### config.mk
export PLATFORM = sky130hd
export DESIGN_NAME = entrada_numero_flat
export DESIGN_NICKNAME = d
export VERILOG_FILES = /design/src/rtl/entrada_numero_pkg.sv /design/src/rtl/entrada_numero_if.sv /design/src/rtl/entrada_numero_antirrebote_tecla.sv /design/src/rtl/entrada_numero.sv /design/src/flat_wrapper.sv
export SDC_FILE = /design/constraint.sdc
export NUM_CORES = 1
export LEC_CHECK = 0
export CORE_MARGIN = 2
export CORE_UTILIZATION = 45
export CTS_BUF_LIST = sky130_fd_sc_hd__clkbuf_8
export DETAILED_ROUTE_END_ITERATION = 10
export PLACE_DENSITY = 0.74
export SLEW_MARGIN = 20
export SYNTH_ARGS = -nofsm -noshare
export SYNTH_HDL_FRONTEND = slang
export SYNTH_HIERARCHICAL = 1
export SYNTH_SLANG_ARGS = --single-unit
### constraint.sdc
create_clock -name clk -period 2.2 [get_ports clk]
set_input_delay 0.44 -clock clk [delete_from_list [all_inputs] [get_ports clk]]
set_output_delay 0.44 -clock clk [all_outputs]
set_load 0.05 [all_outputs]
### src/rtl/entrada_numero_pkg.sv
// Shared definitions for the keypad number-entry block.
// Holds the key code constants the scanner emits and the state
// encodings of both FSMs (press filter and BCD accumulator).
package teclado_pkg;

  localparam logic [3:0] K_NONE  = 4'hF;  // no key; '#' also maps here
  localparam logic [3:0] K_STAR  = 4'hE;  // clear
  localparam logic [3:0] K_ENTER = 4'hD;  // commit number
  localparam logic [3:0] K_BACK  = 4'hA;  // backspace (optional feature)

  typedef enum logic [1:0] {
    REPOSO,
    CANDIDATO,
    PRESIONADO
  } filtro_estado_t;

  typedef enum logic {
    EDITANDO,
    ENTREGANDO
  } acum_estado_t;

endpackage

### src/rtl/entrada_numero_if.sv
// Number delivery channel: BCD value plus digit count, offered on a
// valid/ready handshake.
//   numero       : BCD value, least significant digit in [3:0]
//   n_digitos    : digits currently entered
//   numero_valid : numero is committed and waiting for the consumer
//   numero_ready : consumer accepts numero
// master = producer (entrada_numero), slave = consumer.
interface entrada_numero_if #(
  parameter int N_DIGITS = 3
);
  localparam int NW = $clog2(N_DIGITS + 1);

  logic [4*N_DIGITS-1:0] numero;
  logic [NW-1:0]         n_digitos;
  logic                  numero_valid;
  logic                  numero_ready;

  modport master (output numero, output n_digitos, output numero_valid,
                  input  numero_ready);
  modport slave  (input  numero, input  n_digitos, input  numero_valid,
                  output numero_ready);
endinterface

### src/rtl/entrada_numero_antirrebote_tecla.sv
// Press filter: turns the intermittent scanner code into one clean
// event per physical press, with debounce and release detection.
// Ports:
//   clk, rst      : clock, synchronous active-high reset
//   boton         : scanner code, 0xF = none
//   tecla_evento  : one-cycle pulse per accepted press
//   tecla_codigo  : code of last accepted press (0xF after reset)
module antirrebote_tecla
  import teclado_pkg::*;
#(
  parameter int DEBOUNCE_CYC = 1000,
  parameter int RELEASE_CYC  = 64
) (
  input  logic       clk,
  input  logic       rst,
  input  logic [3:0] boton,
  output logic       tecla_evento,
  output logic [3:0] tecla_codigo
);

  localparam int HW = $clog2(DEBOUNCE_CYC + 1);
  localparam int GW = $clog2(RELEASE_CYC + 1);
  localparam logic [HW-1:0] HMAX = HW'(DEBOUNCE_CYC);
  localparam logic [HW-1:0] HONE = HW'(1);
  localparam logic [GW-1:0] GMAX = GW'(RELEASE_CYC);

  filtro_estado_t estado_q, estado_d;
  logic [3:0]     cand_q, cand_d;
  logic [HW-1:0]  held_q, held_d, held_inc;
  logic [GW-1:0]  gap_q, gap_d, gap_inc;
  logic           evento_q, evento_d;
  logic [3:0]     codigo_q, codigo_d;

  // Saturating increments; counters never wrap.
  assign held_inc = (held_q == HMAX) ? HMAX : held_q + HONE;
  assign gap_inc  = (gap_q == GMAX)  ? GMAX : gap_q + GW'(1);

  always_ff @(posedge clk) begin
    if (rst) begin
      estado_q <= REPOSO;
      cand_q   <= K_NONE;
      held_q   <= '0;
      gap_q    <= '0;
      evento_q <= 1'b0;
      codigo_q <= K_NONE;
    end else begin
      estado_q <= estado_d;
      cand_q   <= cand_d;
      held_q   <= held_d;
      gap_q    <= gap_d;
      evento_q <= evento_d;
      codigo_q <= codigo_d;
    end
  end

  always_comb begin
    estado_d = estado_q;
    cand_d   = cand_q;
    held_d   = held_q;
    gap_d    = gap_q;
    evento_d = 1'b0;
    codigo_d = codigo_q;
    case (estado_q)
      REPOSO: begin
        if (boton != K_NONE) begin
          cand_d = boton;
          held_d = HONE;
          gap_d  = '0;
          if (HONE == HMAX) begin
            evento_d = 1'b1;
            codigo_d = boton;
            estado_d = PRESIONADO;
          end else begin
            estado_d = CANDIDATO;
          end
        end
      end
      CANDIDATO: begin
        if (boton == cand_q) begin
          held_d = held_inc;
          gap_d  = '0;
          // Acceptance is confirmed on a cycle that actually shows the
          // candidate, so a short glitch followed by silence counts its
          // gap cycles toward held but never fires on them alone.
          if (held_inc == HMAX) begin
            evento_d = 1'b1;
            codigo_d = cand_q;
            estado_d = PRESIONADO;
          end
        end else if (boton == K_NONE) begin
          held_d = held_inc;
          gap_d  = gap_inc;
          if (gap_inc == GMAX) begin
            held_d   = '0;
            gap_d    = '0;
            estado_d = REPOSO;
          end
        end else begin
          cand_d = boton;
          held_d = HONE;
          gap_d  = '0;
          if (HONE == HMAX) begin
            evento_d = 1'b1;
            codigo_d = boton;
            estado_d = PRESIONADO;
          end
        end
      end
      PRESIONADO: begin
        if (boton == K_NONE) begin
          gap_d = gap_inc;
          if (gap_inc == GMAX) begin
            held_d   = '0;
            gap_d    = '0;
            estado_d = REPOSO;
          end
        end else begin
          gap_d = '0;
        end
      end
      default: estado_d = REPOSO;
    endcase
  end

  assign tecla_evento = evento_q;
  assign tecla_codigo = codigo_q;

endmodule

### src/rtl/entrada_numero.sv
// Keypad number entry: filters scanner codes into key events and
// accumulates decimal digits into a BCD number, delivered on a
// valid/ready handshake when enter ('D') is pressed.
// Optional: define ENTRADA_NUMERO_BORRAR_EN to make 0xA a backspace.
// Ports:
//   clk, rst      : clock, synchronous active-high reset
//   boton         : scanner code (0x0-0x9, 0xA-0xD, 0xE '*', 0xF none)
//   tecla_evento  : one-cycle pulse per accepted press
//   tecla_codigo  : code of last accepted press
//   num_if        : number delivery channel (master side)
module entrada_numero
  import teclado_pkg::*;
#(
  parameter int DEBOUNCE_CYC = 1000,
  parameter int RELEASE_CYC  = 64,
  parameter int N_DIGITS     = 3
) (
  input  logic       clk,
  input  logic       rst,
  input  logic [3:0] boton,
  output logic       tecla_evento,
  output logic [3:0] tecla_codigo,
  entrada_numero_if.master num_if
);

  localparam int NUM_W = 4 * N_DIGITS;
  localparam int NW    = $clog2(N_DIGITS + 1);
  localparam logic [NW-1:0] NMAX = NW'(N_DIGITS);

  antirrebote_tecla #(
    .DEBOUNCE_CYC (DEBOUNCE_CYC),
    .RELEASE_CYC  (RELEASE_CYC)
  ) u_filtro (
    .clk          (clk),
    .rst          (rst),
    .boton        (boton),
    .tecla_evento (tecla_evento),
    .tecla_codigo (tecla_codigo)
  );

  acum_estado_t     estado_q, estado_d;
  logic [NUM_W-1:0] numero_q, numero_d;
  logic [NW-1:0]    n_q, n_d;
  logic             valid_q, valid_d;

  always_ff @(posedge clk) begin
    if (rst) begin
      estado_q <= EDITANDO;
      numero_q <= '0;
      n_q      <= '0;
      valid_q  <= 1'b0;
    end else begin
      estado_q <= estado_d;
      numero_q <= numero_d;
      n_q      <= n_d;
      valid_q  <= valid_d;
    end
  end

  always_comb begin
    estado_d = estado_q;
    numero_d = numero_q;
    n_d      = n_q;
    valid_d  = valid_q;
    case (estado_q)
      EDITANDO: begin
        if (tecla_evento) begin
          if (tecla_codigo <= 4'd9) begin
            // Full buffer: extra digits are dropped, not shifted out.
            if (n_q < NMAX) begin
              numero_d = (numero_q << 4) | NUM_W'(tecla_codigo);
              n_d      = n_q + NW'(1);
            end
          end else if (tecla_codigo == K_STAR) begin
            numero_d = '0;
            n_d      = '0;
          end else if (tecla_codigo == K_ENTER) begin
            if (n_q != '0) begin
              valid_d  = 1'b1;
              estado_d = ENTREGANDO;
            end
`ifdef ENTRADA_NUMERO_BORRAR_EN
          end else if (tecla_codigo == K_BACK) begin
            if (n_q != '0) begin
              numero_d = numero_q >> 4;
              n_d      = n_q - NW'(1);
            end
`endif
          end
        end
      end
      ENTREGANDO: begin
        // Key events are ignored here, including one coinciding with
        // the handshake.
        if (valid_q && num_if.numero_ready) begin
          valid_d  = 1'b0;
          numero_d = '0;
          n_d      = '0;
          estado_d = EDITANDO;
        end
      end
      default: estado_d = EDITANDO;
    endcase
  end

  assign num_if.numero       = numero_q;
  assign num_if.n_digitos    = n_q;
  assign num_if.numero_valid = valid_q;

endmodule

### src/flat_wrapper.sv
// flat-port wrapper written by rule: the top's interface ports become plain ports
module entrada_numero_flat import teclado_pkg::*;
#(
  parameter int DEBOUNCE_CYC = 1000,
  parameter int RELEASE_CYC  = 64,
  parameter int N_DIGITS     = 3
)
  (clk, rst, boton, tecla_evento, tecla_codigo, num_if_numero, num_if_n_digitos, num_if_numero_valid, num_if_numero_ready);
  entrada_numero_if #(.N_DIGITS(N_DIGITS)) num_if_i ();
  input  logic clk;
  input  logic rst;
  input  logic [3:0] boton;
  output logic tecla_evento;
  output logic [3:0] tecla_codigo;
  output wire logic [$bits(num_if_i.numero)-1:0] num_if_numero;
  output wire logic [$bits(num_if_i.n_digitos)-1:0] num_if_n_digitos;
  output wire logic [$bits(num_if_i.numero_valid)-1:0] num_if_numero_valid;
  input wire logic [$bits(num_if_i.numero_ready)-1:0] num_if_numero_ready;
  assign num_if_numero = num_if_i.numero;
  assign num_if_n_digitos = num_if_i.n_digitos;
  assign num_if_numero_valid = num_if_i.numero_valid;
  assign num_if_i.numero_ready = num_if_numero_ready;
  entrada_numero #(.DEBOUNCE_CYC(DEBOUNCE_CYC), .RELEASE_CYC(RELEASE_CYC), .N_DIGITS(N_DIGITS)) u_core (.clk(clk), .rst(rst), .boton(boton), .tecla_evento(tecla_evento), .tecla_codigo(tecla_codigo), .num_if(num_if_i));
endmodule
# Word-level counts from Yosys, hierarchy flattened
# Cells that the tools add are included.
# word_totals
input_bits	7
ff_bits	44
# classes
reduce_logical	13
magnitude_cmp	2
mux	51
n_eq_ne	25
bitwise_logic	4
addsub	3
# ops
cell	n
two-way mux 10 bit	7
two-way mux 12 bit	5
two-way mux 7 bit	5
case mux 10 bit (3 select lines)	1
case mux 12 bit (2 select lines)	1
case mux 7 bit (3 select lines)	1
== test 10 bit, second input constant	2
two-way mux 2 bit	10
inequality test 2 bit, second input constant	9
== test 7 bit, second input constant	2
two-way mux 1 bit	13
== test 4 bit, second input constant	3
two-way mux 4 bit	3
bitwise OR 12 x 4 -> 12 bit	1
AND reduction 4 bit	3
adder 10 x 1 -> 10 bit, second input constant	1
case mux 4 bit (2 select lines)	1
adder 7 x 1 -> 7 bit, second input constant	1
inequality test 3 bit, second input constant	2
case mux 2 bit (3 select lines)	1
AND reduction 6 bit	1
== test 4 bit	1
less-or-equal comparator 4 bit, second input constant	1
inequality test 2 x 1 -> 1 bit, second input constant	2
16 further kinds	21

# Longest topological paths before layout
# logic_depth
word_depth	7
depth_mapped	9
mapped_depth_nobuf	9

# By module
# Netlist, hierarchy kept.
# modules_own_cells
module	area_each_um2	n_inst	cells_per_inst
antirrebote_tecla	1855.5	1	222
entrada_numero	787.0	1	84

# Worst setup path before layout
# OpenSTA, ideal clock, no wires.
# synth_path
path_kind	register -> register
from	register u_core.u_filtro.gap_q[0]
to	register u_core.u_filtro.held_q[2]
t_required_ns	2.083
path_stages_with_launch	9
path_buffers	0
arrival_ns	2.021
period_less_slack_ns	2.139
slack_ns	0.061
path_cell_list	dfxtp_1 > ha_1 > and3_4 > mux2i_1 > nor4_4 > nand3_2 > a21oi_4 > o31ai_1 > a32o_1
# synth_between
elab_chain_len	7
# synth_rtl
item	line	text
start, declared	entrada_numero_antirrebote_tecla.sv:30	logic [GW-1:0] gap_q, gap_d, gap_inc;
start signal, assigned	entrada_numero_antirrebote_tecla.sv:50	gap_q <= gap_d;
adder 7 x 1 -> 7 bit or == test 7 bit (tied branches)	entrada_numero_antirrebote_tecla.sv:36	assign gap_inc = (gap_q == GMAX) ? GMAX : gap_q + GW'(1);
two-way mux 7 bit (*)	entrada_numero_antirrebote_tecla.sv:36	
== test 7 bit (*)	entrada_numero_antirrebote_tecla.sv:93, entrada_numero_antirrebote_tecla.sv:112	
two-way mux 10 bit	entrada_numero_antirrebote_tecla.sv:93	if (gap_inc == GMAX) begin
two-way mux 10 bit	entrada_numero_antirrebote_tecla.sv:90	end else if (boton == K_NONE) begin
two-way mux 10 bit	entrada_numero_antirrebote_tecla.sv:79	if (boton == cand_q) begin
case mux 10 bit (3 select lines)	entrada_numero_antirrebote_tecla.sv:63	case (estado_q)
end signal, assigned	entrada_numero_antirrebote_tecla.sv:49	held_q <= held_d;
end, declared	entrada_numero_antirrebote_tecla.sv:29	logic [HW-1:0] held_q, held_d, held_inc;
# Mark *: on every way between the ends. The rest lies on a longest branch, timed or not.
# A chain may end at the register's enable or synchronous reset.

# Worst setup path in the final report
# layout_path
from	input boton[1]
to	register u_core.u_filtro.held_q[7]
# layout_between
elab_chain_len	4
# layout_rtl
item	line	text
start, declared	flat_wrapper.sv:12	input logic [3:0] boton;
== test 4 bit	entrada_numero_antirrebote_tecla.sv:90, entrada_numero_antirrebote_tecla.sv:110	
two-way mux 10 bit	entrada_numero_antirrebote_tecla.sv:90	
two-way mux 10 bit	entrada_numero_antirrebote_tecla.sv:79	
case mux 10 bit (3 select lines)	entrada_numero_antirrebote_tecla.sv:63	
# Several ways; a longest one is shown, not always the timed one.

==> flow_summary.toml <==
[cells_and_area]
nNetsFinal = 385
drive_gt1_share_pct = 24.2
layout-area-overhead-vs-synth_pct = 32.9
antenna_cells = 0
layout_common_cells = "buf_4, dfxtp_1, nand2_1"
design_area_mm2 = 0.00351
final_common_cell = "buf_4"

[grt]
grt_usage_pct = 20.1
grt_pass1_wl_um = 10300
grt_use_met3_pct = 3.03
grt_max_degree = 21
grt_overflow = 0
met1_usage_pct = 25.4
grt-busiest-layer = "met2"
antenna_found_initial = 0
grt_util_met2_pct = 34.8
grt_pass1_vias = 2265

[power_and_ir_drop]
vdd_drop_max_mv = 0.295
p_per_area_mw_per_mm2 = 467
p_leak_nw = 1.37
finalPower_mw = 1.64

[clocking]
ctsHoldBuffers = 0
clock_latency_ps = 300
cts_tree = "yes"
cts_root_buf = "clkbuf_8"
numCtsBuffers = 5
clk_path_buf_depth = 2
clkSinkCount = 44
path_clk_slew_ps = 90
h-tree-depth = 2

[routing]
viasPerCell = 5.60
drc = 0
via_count = 2466
wl_per_cell_um = 14.7
drt_wl_total_um = 6460
drt_pre_antenna_iters = 4
postRouteAntennaNets = 0
drt_iter0_markers = 156

[sta]
tightest_slew_ps = 672
final.min_clock_period_ps = 2140
max-slew-margin-rel_pct = 55.0
finalCritPeriodShare_pct = 97.1
clock_skew_ps = 6.70
setup_viol = 0
fin_setup_tns_ps = 0
max_clock_freq_mhz = 468
grt_setup_unrepaired = "true"
timing.final.ws_setup_ps = 63.0
hold_violations = 0
slew_viol_final = 0

[yosys]
synth_compound_area_share_pct = 20.2
synth_ff_type = "dfxtp_1"
yosys.area_share.xor_xnor_pct = 2.65
synth_enable_flop_cells = 0
ys_seq_area_share_pct = 33.3
muxShareOfSynthArea_pct = 6.82
netlist_instances = 306
synth.distinct_cells = 65
netlist_area_mm2 = 0.00264
synth_top_family_by_area = "simple AND/OR/NAND/NOR gates"
synthAdderAreaFrac_pct = 5.21
synth_seq_cells = 44
yosysWarnings = 6
async_flop_share_pct = 0
syn_nets = 324
syn_avg_cell_area_um2 = 8.64
synth-simple-area-share_pct = 26.7

[worst_setup_path]
cp_max_fo = 6
cp-end-kind = "register"
critPathTopFamily = "buffers and inverters"
cp_common_cell = "buf_4"
required_ps = 2390
criticalPathCategory = "input pin to register"
critPathMaxStageDelay_ps = 430
crit_chain = "clkdlybuf4s50_1 > buf_4 > and4_2 > and2_1 > a32oi_4 > o21ai_4 > buf_4 > o21a_1 > o21ai_0 > o41ai_1"
critPathLaunchType = "input pin"
critPathBufInv = 3
crit_path_top_delay_cell = "clkdlybuf4s50_1"
ff2ff_setup_slack_ps = 90
worstPathArrival_ps = 2330

[floorplan]
dieArea_mm2 = 0.00650
boundaryPins = 27
die_x_um = 80.6
die_h_um = 80.6
core_area_mm2 = 0.00557
start_util_pct = 47.4
rows = 27

[hold_path]
hold_path_class = "register to register"

[placement]
place_ws_ps = -422
port-buffer-count = 26
place_congestion = 0.852
post_dp_cell_area_mm2 = 0.00318
hpwl_um = 4370

[job]
maxCapViolations = 0

[outcome]
status = "finished, final reports clean"
## metrics by stage
stage / hold slack, ps / util, % / std cells
floorplan: 458 / - / 306
global placement: 459 / 57.1 / 426
detailed placement: 467 / 57.1 / 426
CTS: 485 / 60.4 / 436
global route: 504 / 63.0 / 440
finish: 478 / 63.0 / 440
## layout make-up
type	count	area [um^2]
fill	450	2060
clock inverter	3	46.3
clock buffer	5	68.8
inverter	15	56.3
timing repair buffer	68	587
tap	72	90.1
multi-input combinational	233	1770
sequential	44	891
## what timing repair did
item                       in CTS  in global routing
setup endpoints to repair      11                 24
setup buffers                   2                  4
pin swaps                       1                  7
cloned                          0                  0
resized for setup               9                 30
## cell families after synthesis
logic type      after synthesis
simple gates                123
fa+ha+maj                    11
flops                        44
compound gates               73
mux                          18
xor+xnor                      8
buf+inv                      29
## registers in the layout (all words and copies together) (netlist names)
register	cells
u_core/num_if.numero_valid	1
u_core/u_filtro/tecla_codigo	4
u_core/num_if.n_digitos	2
u_core/u_filtro/gap_q	7
u_core/u_filtro/held_q	10
u_core/num_if.numero	12
u_core/u_filtro/estado_q	2
u_core/u_filtro/tecla_evento	1
u_core/estado_q	1
u_core/u_filtro/cand_q	4
## worst register-to-register path: stages, from the launching register on
cell and delay [ps]:
dfxtp_2 370, inv_1 80, ha_1 270, and3b_1 220, and2_1 190, a32oi_4 260
o21ai_4 120, buf_4 170, o21a_1 90, o21ai_0 140, o41ai_1 90
## worst paths after layout
| path | start | cells past startpoint | end |
|---|---|---|---|
| worst max-delay path | boton[1] | 10 | u_core/u_filtro/held_q[7]$_SDFFE_PP0P_ |
| worst min-delay path | u_core/num_if.numero[8]$_SDFFE_PP0P_ | 2 | u_core/num_if.numero[8]$_SDFFE_PP0P_ |
| worst max register to register | u_core/u_filtro/estado_q[1]$_SDFFE_PP0P_ | 10 | u_core/u_filtro/held_q[7]$_SDFFE_PP0P_ |
| worst min register to register | u_core/num_if.numero[8]$_SDFFE_PP0P_ | 2 | u_core/num_if.numero[8]$_SDFFE_PP0P_ |
## power breakdown
group,leakage [nW],internal [mW],switching [mW]
Combinational,0.959,0.0806,0.0910
Sequential,0.359,0.807,0.0163
Clock,0.0548,0.342,0.302
Total,1.37,1.23,0.409
## cells in the mapped netlist (5+ instances only)
cell,n,area (um^2)
nand2_1,35,131
xor2_1,5,43.8
o21ai_0,13,65.1
nand2b_1,18,113
clkbuf_1,10,37.5
inv_1,14,52.6
a21oi_1,13,65.1
o21a_1,5,37.5
nor2_1,12,45.0
nand4_1,5,31.3
dfxtp_1,44,881
mux2i_1,18,180
nor3_1,13,65.1
ha_1,11,138
nand3_1,7,35.0
## per-layer routing
layer / wire [um] / up-vias
met4: 61 / 0
met3: 233 / 6
li1: - / 1242
met1: 2910 / 1164
met2: 3260 / 54
met5: 0 / -
Note: power is estimated with default switching activity, not from simulation.
